<file path="src/rtl/writeback_arbiter_pkg.sv">
// Constants and state encoding shared by the writeback path and the memory blocks.
package writeback_arbiter_pkg;

  localparam int DATA_W = 18;
  localparam int ADDR_W = 16;

  typedef enum logic {
    RUN  = 1'b0,
    DONE = 1'b1
  } wb_state_e;

endpackage

</file>
<file path="src/rtl/rr_priority_picker.sv">
// Combinational round-robin picker: the first set bit of i_valid found by
// scanning upward from i_rr_ptr, wrapping modulo NUM_REQ.
module rr_priority_picker #(
  parameter int NUM_REQ = 4,
  localparam int PTR_W  = (NUM_REQ > 1) ? $clog2(NUM_REQ) : 1
) (
  input  logic [NUM_REQ-1:0] i_valid,
  input  logic [PTR_W-1:0]   i_rr_ptr,
  output logic [NUM_REQ-1:0] o_grant,
  output logic [PTR_W-1:0]   o_grant_idx,
  output logic               o_any
);

  logic [PTR_W-1:0] w_idx;

  always_comb begin
    // NOTE: every output gets a default before the loop so no path leaves one unassigned (no latch).
    o_grant     = '0;
    o_grant_idx = '0;
    o_any       = 1'b0;
    w_idx       = '0;
    for (int off = 0; off < NUM_REQ; off++) begin
      w_idx = PTR_W'((int'(i_rr_ptr) + off) % NUM_REQ);
      if (!o_any && i_valid[w_idx]) begin
        o_grant[w_idx] = 1'b1;
        o_grant_idx    = w_idx;
        o_any          = 1'b1;
      end
    end
  end

endmodule

</file>
<file path="src/rtl/writeback_arbiter.sv">
// Shares the output-memory write port among NUM_REQ result streams: one buffered
// slot per requester, round-robin grants, write counting and sticky completion.
module writeback_arbiter #(
  parameter int NUM_REQ = 4,
  parameter int DATA_W  = writeback_arbiter_pkg::DATA_W,
  parameter int ADDR_W  = writeback_arbiter_pkg::ADDR_W
) (
  input  logic                      clk,
  input  logic                      rst,
  input  logic                      clear,
  input  logic [ADDR_W-1:0]         expected_count,
  input  logic [NUM_REQ-1:0]        req_valid,
  input  logic [NUM_REQ*DATA_W-1:0] req_data,
  input  logic [NUM_REQ*ADDR_W-1:0] req_addr,
  output logic [NUM_REQ-1:0]        req_ready,
  output logic [DATA_W-1:0]         out_mem_data,
  output logic [ADDR_W-1:0]         out_mem_addr,
  output logic                      out_mem_en,
  output logic [ADDR_W-1:0]         write_count,
  output logic                      done,
  output logic                      overflow
);

  import writeback_arbiter_pkg::*;

  localparam int PTR_W = $clog2(NUM_REQ);

  logic [NUM_REQ-1:0] r_slot_valid;
  logic [DATA_W-1:0]  r_slot_data [NUM_REQ];
  logic [ADDR_W-1:0]  r_slot_addr [NUM_REQ];
  logic [PTR_W-1:0]   r_rr_ptr;
  wb_state_e          r_state;
  wb_state_e          w_state_next;
  logic               r_out_en;
  logic [DATA_W-1:0]  r_out_data;
  logic [ADDR_W-1:0]  r_out_addr;
  logic [ADDR_W-1:0]  r_write_count;
  logic               r_overflow;

  logic [NUM_REQ-1:0] w_ready;
  logic [NUM_REQ-1:0] w_capture;
  logic [NUM_REQ-1:0] w_pick_valid;
  logic [NUM_REQ-1:0] w_grant;
  logic [PTR_W-1:0]   w_grant_idx;
  logic [PTR_W-1:0]   w_ptr_next;
  logic               w_grant_any;
  logic [ADDR_W-1:0]  w_count_inc;

  // Ready depends only on registered state, never on req_valid.
  assign w_ready      = ~r_slot_valid & {NUM_REQ{r_state == RUN}};
  assign w_capture    = req_valid & w_ready;
  assign w_pick_valid = r_slot_valid & {NUM_REQ{r_state == RUN}};
  assign w_count_inc  = r_write_count + ADDR_W'(1);
  assign w_ptr_next   = (w_grant_idx == PTR_W'(NUM_REQ - 1)) ? '0 : w_grant_idx + PTR_W'(1);

  rr_priority_picker #(
    .NUM_REQ (NUM_REQ)
  ) u_picker (
    .i_valid     (w_pick_valid),
    .i_rr_ptr    (r_rr_ptr),
    .o_grant     (w_grant),
    .o_grant_idx (w_grant_idx),
    .o_any       (w_grant_any)
  );

  always_comb begin
    w_state_next = r_state;
    if (clear) begin
      w_state_next = RUN;
    end else if (r_state == RUN && w_grant_any && expected_count != '0
                 && w_count_inc == expected_count) begin
      w_state_next = DONE;
    end
  end

  // NOTE: <= in every clocked block so all flops update from pre-edge values.
  always_ff @(posedge clk or posedge rst) begin
    if (rst) r_state <= RUN;
    else     r_state <= w_state_next;
  end

  // NOTE: slot payload has no reset; only the valid bit qualifies it.
  always_ff @(posedge clk) begin
    for (int i = 0; i < NUM_REQ; i++) begin
      if (w_capture[i]) begin
        r_slot_data[i] <= req_data[i*DATA_W +: DATA_W];
        r_slot_addr[i] <= req_addr[i*ADDR_W +: ADDR_W];
      end
    end
  end

  always_ff @(posedge clk or posedge rst) begin
    if (rst) begin
      r_slot_valid  <= '0;
      r_rr_ptr      <= '0;
      r_out_en      <= 1'b0;
      r_out_data    <= '0;
      r_out_addr    <= '0;
      r_write_count <= '0;
      r_overflow    <= 1'b0;
    end else if (clear) begin
      r_slot_valid  <= '0;
      r_rr_ptr      <= '0;
      r_out_en      <= 1'b0;
      r_out_data    <= '0;
      r_out_addr    <= '0;
      r_write_count <= '0;
      r_overflow    <= 1'b0;
    end else begin
      r_out_en <= w_grant_any;
      if (w_grant_any) begin
        r_out_data    <= r_slot_data[w_grant_idx];
        r_out_addr    <= r_slot_addr[w_grant_idx];
        r_rr_ptr      <= w_ptr_next;
        r_write_count <= w_count_inc;
      end
      // A granted slot was not ready, so grant and capture never hit the same bit.
      r_slot_valid <= (r_slot_valid & ~w_grant) | w_capture;
      if ((w_grant_any && (&r_write_count) && expected_count != '0) ||
          (r_state == DONE && (|req_valid))) begin
        r_overflow <= 1'b1;
      end
    end
  end

  assign req_ready    = w_ready;
  assign out_mem_en   = r_out_en;
  assign out_mem_data = r_out_data;
  assign out_mem_addr = r_out_addr;
  assign write_count  = r_write_count;
  assign done         = (r_state == DONE);
  assign overflow     = r_overflow;

endmodule
</file>
<file path="config.mk">
export PLATFORM = sky130hd
export DESIGN_NAME = writeback_arbiter
export DESIGN_NICKNAME = d
export VERILOG_FILES = /design/src/rtl/writeback_arbiter_pkg.sv /design/src/rtl/rr_priority_picker.sv /design/src/rtl/writeback_arbiter.sv
export SDC_FILE = /design/constraint.sdc
export NUM_CORES = 1
export LEC_CHECK = 0
export ABC_AREA = 1
export CORE_MARGIN = 2
export CORE_UTILIZATION = 45
export CTS_CLUSTER_SIZE = 28
export DETAILED_ROUTE_END_ITERATION = 16
export GPL_ROUTABILITY_DRIVEN = 0
export HOLD_SLACK_MARGIN = 0.08
export MAX_ROUTING_LAYER = met4
export PLACE_DENSITY = 0.82
export SYNTH_ARGS = -nofsm -noshare
export SYNTH_HDL_FRONTEND = slang
export SYNTH_SLANG_ARGS = --single-unit
</file>
<file path="constraint.sdc">
create_clock -name clk -period 2.2 [get_ports clk]
set_input_delay 0.22 -clock clk [delete_from_list [all_inputs] [get_ports clk]]
set_output_delay 0.22 -clock clk [all_outputs]
set_load 0.005 [all_outputs]
</file>
# Yosys cells after proc, flatten, opt, wreduce, memory -nomap -nowiden
# Memory sizes are Yosys's and may differ from the RTL's.
# Cells that the tools add are included.
[totals] inputBits=159 ff_bits=59 n_memories=2 output_inout_bits=57 ramBits=136
[mem_list] name="r_slot_data" words=4 width=18 read_ports=1 rd_clocked_by_memory_dff=0 write_ports=4 line_no="writeback_arbiter.sv:29" rtl="logic [DATA_W-1:0] r_slot_data [NUM_REQ];"
[mem_list] name="r_slot_addr" words=4 width=16 read_ports=1 rd_clocked_by_memory_dff=0 write_ports=4 line_no="writeback_arbiter.sv:30" rtl="logic [ADDR_W-1:0] r_slot_addr [NUM_REQ];"
[op_classes] n_reduce_logical=23 n_eq_ne=2 n_bitwise=11 n_mux=51 n_addsub=5 n_lt_le_gt_ge=8
[ops] op="16-bit two-way mux" count=4
[ops] op="18-bit two-way mux" count=2
[ops] op="1-bit two-way mux" count=25
[ops] op="4-bit two-way mux" count=5
[ops] op="16-bit by 1-bit adder with 16-bit output, second input constant" count=1
[ops] op="4-bit AND" count=4
[ops] op="16-bit == test" count=1
[ops] op="4-bit bitwise OR" count=4
[ops] op="16-bit AND reduction" count=1
[ops] op="16-bit nonzero test" count=1
[ops] op="2-bit two-way mux" count=7
[ops] op="1-bit logical AND" count=13
[ops] op="2-bit by 3-bit less-than comparator with 1-bit output, second input constant" count=4
[ops] op="1-bit binary-select mux with 2-bit select" count=4
[ops] op="1-bit demux with 2-bit select" count=4
[ops] op="2-bit by 1-bit greater-or-equal comparator with 1-bit output, second input constant" count=4
[ops] op="4-bit inverter" count=2
[ops] op="2-bit nonzero test" count=3
[ops] op="2-bit by 1-bit adder with 2-bit output, second input constant" count=2
[ops] op="2-bit adder, second input constant" count=2
[ops] op="4-bit OR reduction" count=1
[ops] op="1-bit logical NOT" count=3
[ops] op="2-bit == test, second input constant" count=1
[ops] op="1-bit logical OR" count=1
[ops] op="1-bit inverter" count=1

# Longest topological paths before layout
[depth] depth_word=19 mapped_depth=16 mapped_depth_nobuf=14

# Modules after synthesis
# From an unflattened synthesis, not the netlist that was laid out.
[unflattened] hier_cells=777 hier_area_um2=8480.6
[by_module_without_submodules] module="writeback_arbiter" n_inst=1 cells_per_inst=703 area_per_inst_um2=8040.2
[by_module_without_submodules] module="rr_priority_picker" n_inst=1 cells_per_inst=74 area_per_inst_um2=440.4

# Least setup slack after synthesis
# Ideal clock, no wire load.
[synth_path] path_kind="reg2reg" startpoint="register r_rr_ptr[1]" endpoint="register r_out_data[0] (netlist: out_mem_data[0])" t_arrival_ps=2170 path_buffers=1 setup_slack_ps=-88 setup_ps=118 path_stages_with_launch=16 path_cell_list="dfrtp_1 -> inv_1 -> ha_1 -> inv_1 -> nand3_1 -> nand2_1 -> nand2_2 -> nor2_4 -> nand2_4 -> nand2_2 -> nand2_4 -> inv_4 -> buf_6 -> nand3_2 -> nand3_1 -> nand2_1"
[synth_between] elab_chain_len=15 word_cells_on_any_way=29
[synth_lines] element="start, declared" line_no="writeback_arbiter.sv:31" rtl="logic [PTR_W-1:0] r_rr_ptr;"
[synth_lines] element="start signal, assigned" line_no="writeback_arbiter.sv:114" rtl="r_rr_ptr <= w_ptr_next;"
[synth_lines] element="parallel branches: the longest is 15 deep, another holds memory read 4 x 18 bit"
[synth_lines] element="end signal, assigned" line_no="writeback_arbiter.sv:112" rtl="r_out_data <= r_slot_data[w_grant_idx];"
[synth_lines] element="end, declared" line_no="writeback_arbiter.sv:35" rtl="logic [DATA_W-1:0] r_out_data;"
# Parallel ways; which one is timed is not known. The select of a mux whose other input is x is not followed.
# A chain may end at the register's enable or synchronous reset.

# Worst setup path in the final report
[layout_path] startpoint="register r_rr_ptr[0]" endpoint="register r_out_addr[3] (netlist: out_mem_addr[3])"
[layout_between] elab_chain_len=15 word_cells_on_any_way=29
[layout_lines] element="parallel branches: the longest is 15 deep, another holds memory read 4 x 16 bit"
[layout_lines] element="end signal, assigned" line_no="writeback_arbiter.sv:113" rtl="r_out_addr <= r_slot_addr[w_grant_idx];"
[layout_lines] element="end, declared" line_no="writeback_arbiter.sv:36" rtl="logic [ADDR_W-1:0] r_out_addr;"
# Parallel ways; which one is timed is not known. The select of a mux whose other input is x is not followed.

==> impl_metrics.toml <==
[sta]
report.final.hold_viol_count = 0
period_share_pct = 100.5
tightestPinTransition_ns = 0.3946
min_period_ns = 2.211
tns_ns = -0.01075
finalClockSkew_ns = 0.01375
setup_ws_ns = -0.01075
setup_viol = 1
grt_setup_unrepaired = "true"
count_of_final_max_slew_check_failures = 0
fmax_ghz = 0.4523
slew-limit-headroom_pct = 73.42

[setup_path]
worstPathMaxFanout = 11
critical_path.endpoint_type = "register"
crit_arrival_ns = 2.53
worstSetupStartpointType = "register"
r2r-end = "out_mem_addr[3]$_DFFE_PP0P_"
crit-reg2reg-launch = "r_rr_ptr[0]$_DFFE_PP0P_"
crit_type = "register to register"
reg2reg_setup_slack_ns = -0.01
worst_r2r_path_depth = 14
required_ns = 2.52

[routing]
vias_per_cell = 5.554
route.vias.total = 7664
total_routed_length_mm = 27.86
drt-wirelength-per-cell_um = 20.19
iteration_count_of_the_initial_detailed_routing_pass = 5
detail_route.drc_violations = 0
detail-route-antenna-nets = 0
dr.first_iter.drc_count = 743

[synth]
seq_area_frac_synth_pct = 63.13
synth.yosys.warnings = 0
post_synth_main_area_contributors = "edfxtp_1 (46%), dfrtp_1 (17%), nand3_1 (11%)"
synth_cell_type_count = 35
top_area_cell_type_share_of_the_netlist_area_pct = 46.36
synthDominantAreaCellType = "edfxtp_1"
syn_area_mm2 = 0.008808
synth-seq-cells = 195
post_synth_inst_count = 847
mappedNetlistNets = 1015
syn_area_per_cell_um2 = 10.40

[placement]
place_hpwl_mm = 17.29
place.port_buffers = 215
place.detailed.instances = 1325
post_dp_cell_area_mm2 = 0.01150

[cells_and_area]
layout.filler_cells = 1423
most_frequent_standard_cell_in_the_layout_excluding_fill_and_tap_cells = "clkdlybuf4s50_1"
area.sequential_mm2 = 0.005560
areaGrowthSynthToFinish_pct = 46.38
design.final.nets = 1270
mostFrequentLayoutCells = "clkdlybuf4s50_1 (215), nand2_1 (193), nand3_1 (153), edfxtp_1 (136), nand3_2 (64)"
multiInputGateArea_mm2 = 0.003257
fin_cells = 1380
utilization_pct = 66.69
drive_above_1_share_pct = 20.09
antenna_cells_inserted = 0
postLayoutCellArea_mm2 = 0.01289

[status]
violated_checks = "setup timing"
outcome = "finished with violations"

[clocking]
cts_tree = "yes"
clk-insertion-delay-late_ns = 0.44
hold_buffers = 0
cts_root_buffer = "clkbuf_16"
cts_made_buffers = 17
clock_sink_count = 195
clkTransAtPathRegs_ns = 0.07
htree_num_levels = 4
cts.path.max_buffers = 2

[grt]
global_route_usage_over_all_layers_pct = 24.70
grt_pass1_wl_mm = 37.66
grt_pass1_vias = 7256
antenna_found_initial = 0
grt_start_max_net_pins = 47
grt-ovfl-total = 0

[hold_path]
worst_hold_path_class = "primary input to asynchronous set/reset pin"

[power_and_ir_drop]
power.share.switching_pct = 42.23
power.internal_w = 0.01042
power_leakage_nw = 5.182
combinationalPowerShare_pct = 56.2
power.ir.vdd_worst_mv = 1.303
power.net_switching_w = 0.007619
pwr_density_cell_mw_per_mm2 = 1399
power.share.clock_pct = 16.9
design_power_total_w = 0.01804
power.share.sequential_pct = 26.9

[die]
die_width_um = 143.9
initial_utilization_pct = 45.56
core_area_mm2 = 0.01933
ios = 216
number_of_rows_in_the_core_area = 51
die_h_um = 143.9
floorplan_die_area_mm2 = 0.02071

[run]
maxCapViolations = 0
-- worst max-delay path by stage --
stage               cells after the start                            to                    start
floorplan                              16   out_mem_data[0]$_DFFE_PP0P_  r_rr_ptr[0]$_DFFE_PP0P_
global route                           13   out_mem_data[6]$_DFFE_PP0P_  r_rr_ptr[0]$_DFFE_PP0P_
CTS                                    13       r_rr_ptr[1]$_DFFE_PP0P_  r_rr_ptr[0]$_DFFE_PP0P_
finish                                 14   out_mem_addr[3]$_DFFE_PP0P_  r_rr_ptr[0]$_DFFE_PP0P_
detailed placement                     14   out_mem_data[0]$_DFFE_PP0P_  r_rr_ptr[0]$_DFFE_PP0P_
global placement                       13  out_mem_data[12]$_DFFE_PP0P_  r_rr_ptr[0]$_DFFE_PP0P_
-- synth_stat cells --
cell type / number
buf_8: 1
a21oi_1: 10
a22o_1: 1
buf_1: 2
nor3_1: 1
buf_4: 5
o21ai_4: 1
buf_6: 7
nand3_2: 23
inv_1: 42
nand2_2: 6
nand2_1: 230
nand3_1: 197
inv_4: 1
edfxtp_1: 136
o21ai_0: 14
nand4_1: 7
nor2_1: 34
nor2_4: 2
clkbuf_1: 4
nor4_1: 1
xor3_1: 1
nand2_4: 3
o22ai_1: 12
inv_2: 6
and2_1: 1
dfrtp_1: 59
ha_1: 9
xnor2_1: 1
o21ai_2: 1
buf_2: 20
xor2_1: 4
nor2_2: 2
nand3b_1: 2
o41ai_1: 1
-- per-layer routing --
layer / up-vias / share of wire (%) / GRT usage, %
met2: 453 / 49 / 39.40
met4: 0 / 3.7 / 9.959
li1: 3448 / - / -
met3: 86 / 8.5 / 4.432
met1: 3677 / 39 / 31.49
met5: - / 0 / -
-- power by group through the flow --
stage | Sequential [W] | Combinational [W] | Clock [W]
finish | 0.00486 | 0.0101 | 0.00305
global route | 0.00490 | 0.0108 | 0.00321
CTS | 0.00483 | 0.00732 | 0.00306
detailed placement | 0.00490 | 0.00724 | 0
global placement | 0.00489 | 0.00701 | 0
floorplan | 0.00485 | 0.00463 | 0
-- logic make-up after synthesis --
kind of cell | after synthesis | synth area share (%)
AND/OR/NAND/NOR | 509 | 27.13
adder cells (fa/ha/maj) | 9 | 1.278
flip-flops | 195 | 63.13
XOR/XNOR | 6 | 0.7670
AO/OA/AOI/OAI | 40 | 2.699
buffers and inverters | 88 | 5.000
-- what timing repair did --
| item | CTS | global route |
|---|---|---|
| endpoints found under the hold margin | 0 | 0 |
| pin swaps | 0 | 32 |
| gates cloned | 0 | 13 |
| buffers inserted | 0 | 10 |
| resized for setup | 1 | 118 |
| setup endpoints to repair | 3 | 37 |
-- through the flow --
step / setup slack [ns] / hold slack [ns]
5_1_grt: -0.09453 / 0.1281
3_3_place_gp: 0.1110 / 0.4615
3_5_place_dp: -0.003483 / 0.4655
6_report: -0.01075 / 0.1010
2_1_floorplan: 0.008571 / 0.3189
4_1_cts: 0.01297 / 0.1090
-- registers in the layout, indices dropped and copies added (netlist names) --
| name | cells |
|---|---|
| overflow | 1 |
| out_mem_data | 18 |
| r_slot_valid | 4 |
| r_rr_ptr | 2 |
| done | 1 |
| out_mem_addr | 16 |
| r_slot_data | 72 |
| r_slot_addr | 64 |
| out_mem_en | 1 |
| write_count | 16 |
-- final cells by class --
cell class / instances / share of cell area [%]
clock buffer: 17 / 3.299
multi-input combinational: 565 / 25.26
tap: 265 / 2.572
inverter: 49 / 1.543
clock inverter: 15 / 1.164
sequential: 195 / 43.12
timing repair buffer: 274 / 23.04
-- critical path: stages (launching register included) --
cell and delay, ns:
dfrtp_1 0.39, inv_2 0.07, ha_4 0.30, nand3_2 0.14, nand2_4 0.14, nand2_2 0.08
nor2_4 0.13, nand2_4 0.10, nand2_8 0.14, nand2_8 0.11, buf_12 0.18, nand2_1 0.06
nand3_1 0.09, nand3_1 0.10, nand2_1 0.07
No activity file was read; power rests on OpenSTA's default activity.
